--- src/rtl/uart_rx.sv ---
// uart_rx: 16x oversampling 8N1/8E1 receiver; done tick about (8+16*DATA_BIT+SB_TICK) oversample ticks after start edge.
// No backpressure: pulses are single-cycle and must be consumed when high. Parity build: `define UART_RX_PARITY_EN.
module uart_rx #(
  parameter int DATA_BIT = 8,
  parameter int CLK_DIV  = 27,
  parameter int SB_TICK  = 16
) (
  input  logic                clk_i,
  input  logic                rst_ni,
  input  logic                rx_i,
  output logic [DATA_BIT-1:0] data_o,
  output logic                rx_done_tick_o,
  output logic                frame_err_o,
  output logic                parity_err_o
);

  localparam int TW = $clog2(CLK_DIV);
  localparam int SW = ($clog2(SB_TICK) > 4) ? $clog2(SB_TICK) : 4;
  localparam int NW = (DATA_BIT > 1) ? $clog2(DATA_BIT) : 1;

  localparam logic [TW-1:0] TICK_LAST = TW'(CLK_DIV - 1);
  localparam logic [SW-1:0] MID_BIT   = SW'(7);
  localparam logic [SW-1:0] BIT_LAST  = SW'(15);
  localparam logic [SW-1:0] STOP_LAST = SW'(SB_TICK - 1);
  localparam logic [NW-1:0] N_LAST    = NW'(DATA_BIT - 1);

  localparam logic [2:0] ST_IDLE   = 3'd0;
  localparam logic [2:0] ST_START  = 3'd1;
  localparam logic [2:0] ST_DATA   = 3'd2;
`ifdef UART_RX_PARITY_EN
  localparam logic [2:0] ST_PARITY = 3'd3;
`endif
  localparam logic [2:0] ST_STOP   = 3'd4;

  logic                rx_meta_q, rx_meta_d;
  logic                rx_s_q, rx_s_d;
  logic [TW-1:0]       tick_q, tick_d;
  logic [2:0]          state_q, state_d;
  logic [SW-1:0]       s_cnt_q, s_cnt_d;
  logic [NW-1:0]       n_cnt_q, n_cnt_d;
  logic [DATA_BIT-1:0] shift_q, shift_d;
  logic [DATA_BIT-1:0] data_q, data_d;
  logic                done_q, done_d;
  logic                ferr_q, ferr_d;
  logic                s_tick;
`ifdef UART_RX_PARITY_EN
  logic                par_bad_q, par_bad_d;
  logic                perr_q, perr_d;
`endif

  assign s_tick = (tick_q == TICK_LAST);

  always_comb begin
    rx_meta_d = rx_i;
    rx_s_d    = rx_meta_q;
    tick_d    = s_tick ? '0 : tick_q + 1'b1;
    state_d   = state_q;
    s_cnt_d   = s_cnt_q;
    n_cnt_d   = n_cnt_q;
    shift_d   = shift_q;
    data_d    = data_q;
    done_d    = 1'b0;
    ferr_d    = 1'b0;
`ifdef UART_RX_PARITY_EN
    par_bad_d = par_bad_q;
    perr_d    = 1'b0;
`endif

    case (state_q)
      ST_IDLE: begin
        // Start detection is immediate; the tick phase only matters from START onward.
        if (!rx_s_q) begin
          state_d = ST_START;
          s_cnt_d = '0;
        end
      end
      ST_START: begin
        if (s_tick) begin
          if (s_cnt_q == MID_BIT) begin
            s_cnt_d = '0;
            if (!rx_s_q) begin
              state_d = ST_DATA;
              n_cnt_d = '0;
            end else begin
              state_d = ST_IDLE;
            end
          end else begin
            s_cnt_d = s_cnt_q + 1'b1;
          end
        end
      end
      ST_DATA: begin
        if (s_tick) begin
          if (s_cnt_q == BIT_LAST) begin
            s_cnt_d = '0;
            shift_d = DATA_BIT'({rx_s_q, shift_q} >> 1);
            if (n_cnt_q == N_LAST) begin
`ifdef UART_RX_PARITY_EN
              state_d = ST_PARITY;
`else
              state_d = ST_STOP;
`endif
            end else begin
              n_cnt_d = n_cnt_q + 1'b1;
            end
          end else begin
            s_cnt_d = s_cnt_q + 1'b1;
          end
        end
      end
`ifdef UART_RX_PARITY_EN
      ST_PARITY: begin
        if (s_tick) begin
          if (s_cnt_q == BIT_LAST) begin
            s_cnt_d   = '0;
            par_bad_d = rx_s_q ^ (^shift_q);
            state_d   = ST_STOP;
          end else begin
            s_cnt_d = s_cnt_q + 1'b1;
          end
        end
      end
`endif
      ST_STOP: begin
        if (s_tick) begin
          if (s_cnt_q == STOP_LAST) begin
            s_cnt_d = '0;
            state_d = ST_IDLE;
            // Framing error outranks parity error.
            if (!rx_s_q) begin
              ferr_d = 1'b1;
`ifdef UART_RX_PARITY_EN
            end else if (par_bad_q) begin
              perr_d = 1'b1;
`endif
            end else begin
              data_d = shift_q;
              done_d = 1'b1;
            end
          end else begin
            s_cnt_d = s_cnt_q + 1'b1;
          end
        end
      end
      default: begin
        state_d = ST_IDLE;
        s_cnt_d = '0;
      end
    endcase
  end

  always_ff @(posedge clk_i or negedge rst_ni) begin
    if (!rst_ni) begin
      rx_meta_q <= 1'b1;
      rx_s_q    <= 1'b1;
      tick_q    <= '0;
      state_q   <= ST_IDLE;
      s_cnt_q   <= '0;
      n_cnt_q   <= '0;
      shift_q   <= '0;
      data_q    <= '0;
      done_q    <= 1'b0;
      ferr_q    <= 1'b0;
    end else begin
      rx_meta_q <= rx_meta_d;
      rx_s_q    <= rx_s_d;
      tick_q    <= tick_d;
      state_q   <= state_d;
      s_cnt_q   <= s_cnt_d;
      n_cnt_q   <= n_cnt_d;
      shift_q   <= shift_d;
      data_q    <= data_d;
      done_q    <= done_d;
      ferr_q    <= ferr_d;
    end
  end

`ifdef UART_RX_PARITY_EN
  always_ff @(posedge clk_i or negedge rst_ni) begin
    if (!rst_ni) begin
      par_bad_q <= 1'b0;
      perr_q    <= 1'b0;
    end else begin
      par_bad_q <= par_bad_d;
      perr_q    <= perr_d;
    end
  end

  assign parity_err_o = perr_q;
`else
  assign parity_err_o = 1'b0;
`endif

  assign data_o         = data_q;
  assign rx_done_tick_o = done_q;
  assign frame_err_o    = ferr_q;

endmodule
--- config.mk ---
export PLATFORM = sky130hd
export DESIGN_NAME = uart_rx
export DESIGN_NICKNAME = d
export VERILOG_FILES = /design/src/rtl/uart_rx.sv
export SDC_FILE = /design/constraint.sdc
export NUM_CORES = 1
export LEC_CHECK = 0
export ABC_AREA = 1
export CORE_MARGIN = 2
export CORE_UTILIZATION = 42
export CTS_CLUSTER_DIAMETER = 60
export DETAILED_ROUTE_END_ITERATION = 8
export GPL_TIMING_DRIVEN = 0
export PLACE_DENSITY = 0.64
export SLEW_MARGIN = 15
export SYNTH_ARGS = -nofsm -noshare
export SYNTH_HDL_FRONTEND = slang
export SYNTH_SLANG_ARGS = --single-unit
--- constraint.sdc ---
create_clock -name clk_i -period 1.34 [get_ports clk_i]
set_input_delay 0.134 -clock clk_i [delete_from_list [all_inputs] [get_ports clk_i]]
set_output_delay 0.134 -clock clk_i [all_outputs]
set_load 0.02 [all_outputs]
==> results of run 1 <==
## power groups by stage
stage	Sequential, W	Combinational (W)	Clock, W
floorplan	0.00109	0.00000895	0
global placement	0.00109	0.0000364	0
detailed placement	0.00109	0.0000423	0
CTS	0.00107	0.0000453	0.000801
global route	0.00107	0.0000506	0.000853
finish	0.00107	0.0000431	0.000781
## per-stage QoR
stage / hold slack, ps / setup WS, ps / setup TNS (ps) / area (um^2)
CTS: 201 / -95.2 / -928 / 2190
global placement: 346 / -624 / -24290 / 1900
finish: 206 / -111 / -1380 / 2330
detailed placement: -25.1 / -204 / -3710 / 1920
global route: 230 / -209 / -3900 / 2330
floorplan: -162 / -14.8 / -35.1 / 1720
## synth_stat cells (all sizes together)
master	count
xnor2	1
nand3	17
xor2	2
nand4	2
inv	20
nor2	28
nand3b	3
conb	1
o21ai	20
dfstp	2
ha	5
dfrtp	33
nand2	61
a21oi	3
buf	3
## worst max-delay path, cell delays in order, from the launching register on
cell	delay (ps)
dfrtp_1	380
inv_1	60
ha_1	130
nand2_1	60
inv_2	90
nand2_8	90
inv_6	90
nand4_4	140
buf_6	180
nand2_1	50
o21ai_1	60
## area by class of cell
class                           instances  area, um^2  share of cell area, %
Buffer                                  3        30.0                   1.29
Clock buffer                            7        86.3                   3.70
Clock inverter                          1        5.00                  0.214
Inverter                               20        85.1                   3.64
Multi-Input combinational cell        143         885                   37.9
Sequential cell                        35         882                   37.8
Tap cell                               50        62.6                   2.68
Timing Repair Buffer                   32         299                   12.8
## logic make-up (layout without fill, tap and decap cells)
logic type	count (synthesis)	in the layout	synth area share, %
compound gates	23	23	6.84
flops	35	35	52.2
simple gates	111	111	29.6
fa+ha+maj	5	5	3.71
buf+inv	23	63	5.87
other cells	1	1	0.223
xor+xnor	3	3	1.56
## sequential cells by signal (all words and copies together) (netlist names)
| signal | flops |
|---|---|
| data_o | 8 |
| shift_q | 8 |
| tick_q | 5 |
| s_cnt_q | 4 |
| n_cnt_q | 3 |
| state_q | 3 |
| frame_err_o | 1 |
| rx_done_tick_o | 1 |
| rx_meta_q | 1 |
| rx_s_q | 1 |
## timing repair
item                                    CTS  global route
setup buffers                             7             9
hold buffers                              1             0
endpoints found under the hold margin    34             0
endpoints found under the setup margin   36            26
gates resized for setup                  45            18
cloned                                    2             0
pin swaps                                 8            14
## metal layers
layer	vias to the layer above	global-route usage, %	share of wire [%]
li1	717	-	-
met1	678	21.8	47
met2	13	28.8	49
met3	8	4.50	2.2
met4	0	8.42	2.0
met5	-	0	0
## worst max-delay path by stage
stage | startpoint | end | slack, ps
global route | tick_q[0] | state_q[1] | -210
CTS | tick_q[0] | state_q[2] | -100
floorplan | s_cnt_q[0] | data_o[7] | -10
finish | tick_q[0] | data_o[7] | -110
detailed placement | s_cnt_q[0] | data_o[7] | -200
global placement | rst_ni | s_cnt_q[3] | -620
## cell usage in the layout, fill, tap and decap left out, types with 4 or more instances in the layout
| cell type | Yosys | layout |
|---|---|---|
| nor2_1 | 25 | 18 |
| o21ai_2 | 0 | 5 |
| nor2_2 | 1 | 4 |
| nand3_1 | 15 | 13 |
| dfrtp_1 | 33 | 30 |
| inv_1 | 17 | 13 |
| nand2_2 | 1 | 7 |
| inv_2 | 3 | 5 |
| clkbuf_8 | 0 | 6 |
| nand2_1 | 60 | 51 |
| nor2_4 | 2 | 6 |
| o21ai_1 | 16 | 11 |
| dlygate4sd2_1 | 0 | 10 |
| buf_4 | 1 | 13 |
| buf_6 | 1 | 7 |
==> flow_metrics.env, run 1 <==
export IMPL_core_um2=3940
export IMPL_final_period_utilization_pct=108
export IMPL_ys_types=24
export IMPL_clk_latency_ps=290
export IMPL_grt_pass1_wl_mm=5.86
export IMPL_p_leak_nw=1.10
export IMPL_end_kind="flop"
export IMPL_std_cell_rows=23
export IMPL_critPathMaxFanout=7
export IMPL_worstHoldPathType="in2async"
export IMPL_fin_util_pct=59.2
export IMPL_grt_pass1_vias=1315
export IMPL_drt_pass1_iterations=4
export IMPL_synth_seq_cells=35
export IMPL_p_switching_w=0.000399
export IMPL_die_h_um=67.3
export IMPL_die_width_um=67.3
export IMPL_routedWlPerCell_um=12.1
export IMPL_violations="negative setup slack"
export IMPL_max_freq_mhz=689
export IMPL_grt_max_degree=31
export IMPL_worstPathRequired_ps=1510
export IMPL_crit_arrival_ps=1620
export IMPL_h_tree_depth=2
export IMPL_routed_via_count=1416
export IMPL_sw_frac_of_total_pct=21.1
export IMPL_fin_nets=248
export IMPL_mappedNetlistArea_um2=1680
export IMPL_path_clk_slew_ps=70
export IMPL_power_frac_comb_pct=2.3
export IMPL_grt_total_usage_pct=17.7
export IMPL_synthCells=201
export IMPL_r2r_cells=10
export IMPL_yosysSeqAreaShare_pct=52.2
export IMPL_syn_avg_cell_area_um2=8.38
export IMPL_routed_wl_mm=3.52
export IMPL_final_cells=291
export IMPL_root_buffer="clkbuf_8"
export IMPL_num_antenna_cells=0
export IMPL_ir_worst_vdd_mv=0.677
export IMPL_period_minus_slack_ps=1450
export IMPL_rr_endpoint="data_o[7]"
export IMPL_clock_skew_ps=8.58
export IMPL_drc=0
export IMPL_setup_slack_ps=-111
export IMPL_reg2reg_slack_ps=-110
export IMPL_clockBufferDepth=2
export IMPL_cts_buffers=5
export IMPL_drtIter0Drc=59
export IMPL_antenna_found_initial=0
export IMPL_worstReg2RegStart="tick_q[0]"
export IMPL_cap_violations=0
export IMPL_setup_viol=26
export IMPL_dp_hpwl_mm=2.25
export IMPL_power_w=0.00189
export IMPL_fill_cells=332
export IMPL_pwr_share_seq_pct=56.4
export IMPL_clkPwrFrac_pct=41.3
export IMPL_numPortBuffers=12
export IMPL_cts_sinks=35
export IMPL_yosysTopAreaCellShare_pct=49.0
export IMPL_place_gp_congestion=0.801
export IMPL_yosysWarnings=0
export IMPL_power_density_nw_per_um2=810
export IMPL_start_kind="flop"
export IMPL_initial_utilization_pct=42.7
export IMPL_syn_nets=209
export IMPL_ant_nets=0
export IMPL_drive_gt1_share_pct=32.0
export IMPL_rsz0062_at_grt="yes"
export IMPL_crit_type="reg2reg"
export IMPL_ios=14
export IMPL_p_int_w=0.00149
export IMPL_vias_per_cell=4.87
export IMPL_cts_tree="built"
export IMPL_hold_violations=0
export IMPL_synth_top_cell_by_area="dfrtp_1"
export IMPL_die_area_um2=4530
export IMPL_synthToLayoutAreaGrowth_pct=38.6
export IMPL_placedCellCount=264
export IMPL_ys_top_cells_by_area="dfrtp_1, nand2_1, nor2_1"
export IMPL_grt_overflow=0
export IMPL_status="finished with violations"
export IMPL_finalMaxSlewViolations=0
(Power assumes the default switching activity.)
==> inputs of run 2 (changes only) <==
- PLACE_DENSITY: 0.64 -> default
- PLACE_DENSITY_LB_ADDON: default -> 0.1
==> run 2 against run 1 <==
The run still ends with negative setup slack left. Sequential power about the same. Design area up 0.21%. Sequential cell count stayed put. Non-clock buffer count fell by 2. Worst setup slack got worse by 46 ps. Final cell count is 0.69% lower.
==> flow_metrics.env, run 2 (synthesized netlist as in run 1, its figures left out) <==
export IMPL_status="finished with violations"
export IMPL_violations="negative setup slack"
export IMPL_cts_buffers=5
export IMPL_critPathMaxFanout=6
export IMPL_std_cell_rows=23
export IMPL_rsz0062_at_grt="yes"
export IMPL_drt_pass1_iterations=4
export IMPL_h_tree_depth=2
export IMPL_synthToLayoutAreaGrowth_pct=38.9
export IMPL_cts_tree="built"
export IMPL_clockBufferDepth=2
export IMPL_die_width_um=67.3
export IMPL_crit_chain="inv_1 > ha_2 > nand2_2 > inv_2 > nand2_8 > nand2_4 > nand2_4 > nor2_4 > nand2_2 > nand2_1 > nand2_1"
export IMPL_max_freq_mhz=668
export IMPL_cap_violations=0
export IMPL_grt_overflow=0
export IMPL_cts_sinks=35
export IMPL_drive_gt1_share_pct=34.7
export IMPL_power_w=0.00192
export IMPL_pwr_share_seq_pct=55.5
export IMPL_ios=14
export IMPL_slew_headroom_pct=47.4
export IMPL_setup_slack_ps=-157
export IMPL_final_period_utilization_pct=112
export IMPL_start_kind="flop"
export IMPL_ant_nets=0
export IMPL_drc=0
export IMPL_path_clk_slew_ps=70
export IMPL_vias_per_cell=4.95
export IMPL_worstHoldPathType="in2reg"
export IMPL_grt_pass1_vias=1415
export IMPL_crit_type="reg2reg"
export IMPL_p_int_w=0.00149
export IMPL_p_leak_nw=1.08
export IMPL_finalMaxSlewViolations=0
export IMPL_root_buffer="clkbuf_8"
export IMPL_routedWlPerCell_um=13.2
export IMPL_ir_worst_vdd_mv=0.579
export IMPL_power_frac_comb_pct=2.0
export IMPL_fin_util_pct=59.3
export IMPL_setup_tns_ps=-2480
export IMPL_dp_hpwl_mm=2.38
export IMPL_drtIter0Drc=57
export IMPL_end_kind="flop"
export IMPL_slowest_stage="dfrtp_1"
export IMPL_grt_max_degree=36
export IMPL_numPortBuffers=12
export IMPL_grt_total_usage_pct=19.0
export IMPL_period_minus_slack_ps=1500
export IMPL_die_h_um=67.3
export IMPL_reg2reg_slack_ps=-160
export IMPL_final_common_cell="nand2_1"
export IMPL_worstMarginPinSlew_ps=788
export IMPL_clk_latency_ps=290
export IMPL_p_switching_w=0.000429
export IMPL_pre_cts_ws_ps=-220
export IMPL_sw_frac_of_total_pct=22.3
export IMPL_num_antenna_cells=0
export IMPL_fin_nets=246
export IMPL_hold_violations=0
export IMPL_routed_via_count=1430
export IMPL_power_density_nw_per_um2=820
export IMPL_worstPathRequired_ps=1520
export IMPL_core_um2=3940
export IMPL_clock_skew_ps=6.75
export IMPL_antenna_found_initial=0
export IMPL_setup_viol=27
export IMPL_grt_pass1_wl_mm=6.36
export IMPL_cpPeakStageDelay_ps=380
export IMPL_routed_wl_mm=3.82
export IMPL_die_area_um2=4530
export IMPL_layout_common_cells="nand2_1, dfrtp_1, nor2_1, inv_1"
export IMPL_clkPwrFrac_pct=42.5
export IMPL_place_gp_congestion=0.889
export IMPL_initial_utilization_pct=42.7
export IMPL_crit_arrival_ps=1680
run 2: cell count changes in the layout (fill, tap and decap cells not counted), moves of 2 or more:
cell,before,now
nand2_2,7,11
buf_6,7,9
nand2_1,51,43
nand2_4,2,6
ha_2,1,3
buf_12,2,0
buf_4,13,11
run 2: power by group through the flow:
stage	clock network, W	logic (W)	registers [W]
2_1_floorplan	0	0.00000895	0.00109
3_3_place_gp	0	0.0000356	0.00109
3_5_place_dp	0	0.0000351	0.00109
6_report	0.000816	0.0000382	0.00107
5_1_grt	0.000890	0.0000434	0.00107
4_1_cts	0.000842	0.0000385	0.00106
run 2: layout make-up:
type	instances	area, um^2
buffer	3	30.0
clock buffer	6	82.6
clock inverter	2	16.3
fill	332	1600
inverter	20	82.6
multi-input combinational	143	918
sequential	35	881
tap	50	62.6
timing repair buffer	30	267
run 2: critical path: cells and delay by family (launching register included):
kind,cells,cell delay [ps]
fa+ha+maj,1,170
simple gates,8,680
flops,1,380
buf+inv,2,150
run 2: per-stage QoR:
| step | hold WS (ps) | instance area, um^2 | cells |
|---|---|---|---|
| final | 243 | 2340 | 289 |
| after global routing | 243 | 2340 | 289 |
| after CTS | 238 | 2250 | 286 |
| after detailed placement | 259 | 1900 | 263 |
| after global placement | 347 | 1900 | 263 |
| after floorplan | -162 | 1720 | 201 |
run 2: path summary, 6_finish.rpt:
check / from / end / cells past startpoint
min reg2reg: rx_meta_q / rx_s_q / 0
max: tick_q[0] / state_q[2] / 11
max reg2reg: tick_q[0] / state_q[2] / 11
max in group asynchronous: rst_ni / state_q[1] / 2
min: rx_i / rx_meta_q / 1
min in group asynchronous: rst_ni / rx_done_tick_o / 2
run 2: repair_timing:
| item | in CTS | in global routing |
|---|---|---|
| pin swaps | 10 | 6 |
| hold endpoints to repair | 33 | 0 |
| hold buffers | 1 | 0 |
| cloned | 2 | 0 |
| buffers inserted | 12 | 3 |
| endpoints found under the setup margin | 36 | 27 |
| gates resized for setup | 58 | 15 |
run 2: layer usage:
metal / vias to the layer above / GRT usage, % / routed length [um]
li1: 711 / - / -
met1: 689 / 24.2 / 1740
met2: 22 / 30.8 / 1900
met3: 8 / 4.00 / 108
met4: 0 / 8.93 / 72
met5: - / 0 / 0
==> inputs of run 3 (changes only) <==
- RECOVER_POWER: default -> 25
==> run 3 against run 2 <==
Via count about the same. Largest power group unchanged. Clock skew about the same. Die area unchanged. Final cell count unchanged. First-iteration DRC count unchanged. The flow still finishes with violations (negative setup slack). Combinational power decreased by 2%. Critical endpoint unchanged. Worst setup slack about the same.
==> flow_metrics.env, run 3 (synthesized netlist as in run 1, its figures left out) <==
export IMPL_status="finished with violations"
export IMPL_violations="negative setup slack"
export IMPL_worstReg2RegStart="tick_q[0]"
export IMPL_place_gp_congestion=0.889
export IMPL_die_h_um=67.3
export IMPL_final_common_cell="nand2_1"
export IMPL_die_width_um=67.3
export IMPL_r2r_cells=11
export IMPL_numPortBuffers=12
export IMPL_critical_path_top_delay_family="simple AND/OR/NAND/NOR gates"
export IMPL_sw_frac_of_total_pct=22.3
export IMPL_crit_type="reg2reg"
export IMPL_routed_via_count=1431
export IMPL_fin_nets=246
export IMPL_p_switching_w=0.000429
export IMPL_critPathMaxFanout=6
export IMPL_core_um2=3940
export IMPL_final_cells=289
export IMPL_holdPathEnd="rx_s_q"
export IMPL_worstMarginPinSlew_ps=878
export IMPL_grt_max_degree=36
export IMPL_cts_buffers=5
export IMPL_grt_pass1_wl_mm=6.36
export IMPL_period_minus_slack_ps=1500
export IMPL_num_antenna_cells=0
export IMPL_power_frac_comb_pct=2.0
export IMPL_hold_violations=0
export IMPL_ios=14
export IMPL_vias_per_cell=4.95
export IMPL_grt_total_usage_pct=19.0
export IMPL_root_buffer="clkbuf_8"
export IMPL_setup_viol=27
export IMPL_finalMaxSlewViolations=0
export IMPL_drc=0
export IMPL_ant_nets=0
export IMPL_cts_sinks=35
export IMPL_rsz0062_at_grt="yes"
export IMPL_final_period_utilization_pct=112
export IMPL_ir_worst_vdd_mv=0.579
export IMPL_fin_util_pct=59.3
export IMPL_hold_path_depth=0
export IMPL_dp_hpwl_mm=2.38
export IMPL_grt_pass1_vias=1415
export IMPL_clockBufferDepth=2
export IMPL_slew_headroom_pct=41.5
export IMPL_routed_wl_mm=3.83
export IMPL_clkPwrFrac_pct=42.5
export IMPL_crit_arrival_ps=1680
export IMPL_cpPeakStageDelay_ps=380
export IMPL_pwr_share_seq_pct=55.5
export IMPL_slowest_stage="dfrtp_1"
export IMPL_setup_slack_ps=-157
export IMPL_die_area_um2=4530
export IMPL_rr_endpoint="state_q[2]"
export IMPL_clk_latency_ps=290
export IMPL_pre_cts_ws_ps=-220
export IMPL_synthToLayoutAreaGrowth_pct=38.9
export IMPL_end_kind="flop"
export IMPL_power_density_nw_per_um2=820
export IMPL_crit_chain="inv_1 > ha_2 > nand2_2 > inv_2 > nand2_8 > nand2_4 > nand2_4 > nor2_4 > nand2_2 > nand2_1 > nand2_1"
export IMPL_std_cell_rows=23
export IMPL_h_tree_depth=2
export IMPL_hp_start="rx_meta_q"
export IMPL_p_leak_nw=1.08
export IMPL_layout_common_cells="nand2_1, dfrtp_1, nor2_1, inv_1"
export IMPL_path_clk_slew_ps=70
export IMPL_worstPathRequired_ps=1520
export IMPL_grt_overflow=0
export IMPL_p_int_w=0.00149
export IMPL_start_kind="flop"
export IMPL_cts_tree="built"
export IMPL_worstHoldPathType="reg2reg"
export IMPL_drtIter0Drc=57
export IMPL_reg2reg_slack_ps=-160
export IMPL_drive_gt1_share_pct=34.7
export IMPL_antenna_found_initial=0
export IMPL_initial_utilization_pct=42.7
export IMPL_clock_skew_ps=6.75
export IMPL_hold_ws_ps=358
export IMPL_placedCellCount=263
export IMPL_max_freq_mhz=668
export IMPL_drt_pass1_iterations=4
export IMPL_routedWlPerCell_um=13.2
export IMPL_cap_violations=0
export IMPL_cp_num_buf_inv=2
## run 3: cell type report
class	instances	area, um^2
Buffer	3	30.0
Clock buffer	6	82.6
Clock inverter	2	16.3
Fill cell	332	1600
Inverter	20	82.6
Multi-Input combinational cell	143	918
Sequential cell	35	881
Tap cell	50	62.6
Timing Repair Buffer	30	267
## run 3: what timing repair did
action                                  in CTS  in global routing
resized for setup                           58                 15
hold endpoints to repair                    33                  0
cloned                                       2                  0
pin swaps                                   10                  6
hold buffers                                 1                  0
setup buffers                               12                  3
endpoints found under the setup margin      36                 27
## run 3: layer usage
metal | global-route usage, % | vias up | wire length (um)
met1 | 24.2 | 689 | 1740
met4 | 8.93 | 0 | 72
met3 | 4.00 | 8 | 107
li1 | - | 712 | -
met2 | 30.8 | 22 | 1910
met5 | 0 | - | 0
## run 3: power by group through the flow
stage | clock network, W | registers [W] | logic (W)
finish | 0.000816 | 0.00107 | 0.0000376
global placement | 0 | 0.00109 | 0.0000356
CTS | 0.000842 | 0.00106 | 0.0000385
floorplan | 0 | 0.00109 | 0.00000895
global route | 0.000890 | 0.00107 | 0.0000428
detailed placement | 0 | 0.00109 | 0.0000351
## run 3: how the worst max path moves through the flow
| stage | slack (ps) | endpoint | cells past startpoint | startpoint |
|---|---|---|---|---|
| after floorplan | -10 | data_o[7] | 7 | s_cnt_q[0] |
| after global placement | -570 | state_q[1] | 1 | rst_ni |
| after detailed placement | -220 | data_o[4] | 6 | s_cnt_q[0] |
| after CTS | -120 | state_q[2] | 11 | tick_q[0] |
| after global routing | -270 | state_q[2] | 11 | tick_q[0] |
| final | -160 | state_q[2] | 11 | tick_q[0] |
## run 3: through the flow
stage / power [W] / area, um^2 / TNS [ps]
6_report: 0.00192 / 2340 / -2490
2_1_floorplan: 0.00109 / 1720 / -35.1
3_3_place_gp: 0.00112 / 1900 / -22710
3_5_place_dp: 0.00112 / 1900 / -4150
4_1_cts: 0.00195 / 2250 / -1740
5_1_grt: 0.00200 / 2340 / -4590
## run 3: worst register-to-register path, delay by kind of cell (launching register included)
kind                     cells  cell delay (ps)
buffers and inverters        2              150
flip-flops                   1              380
AND/OR/NAND/NOR              8              680
adder cells (fa/ha/maj)      1              180
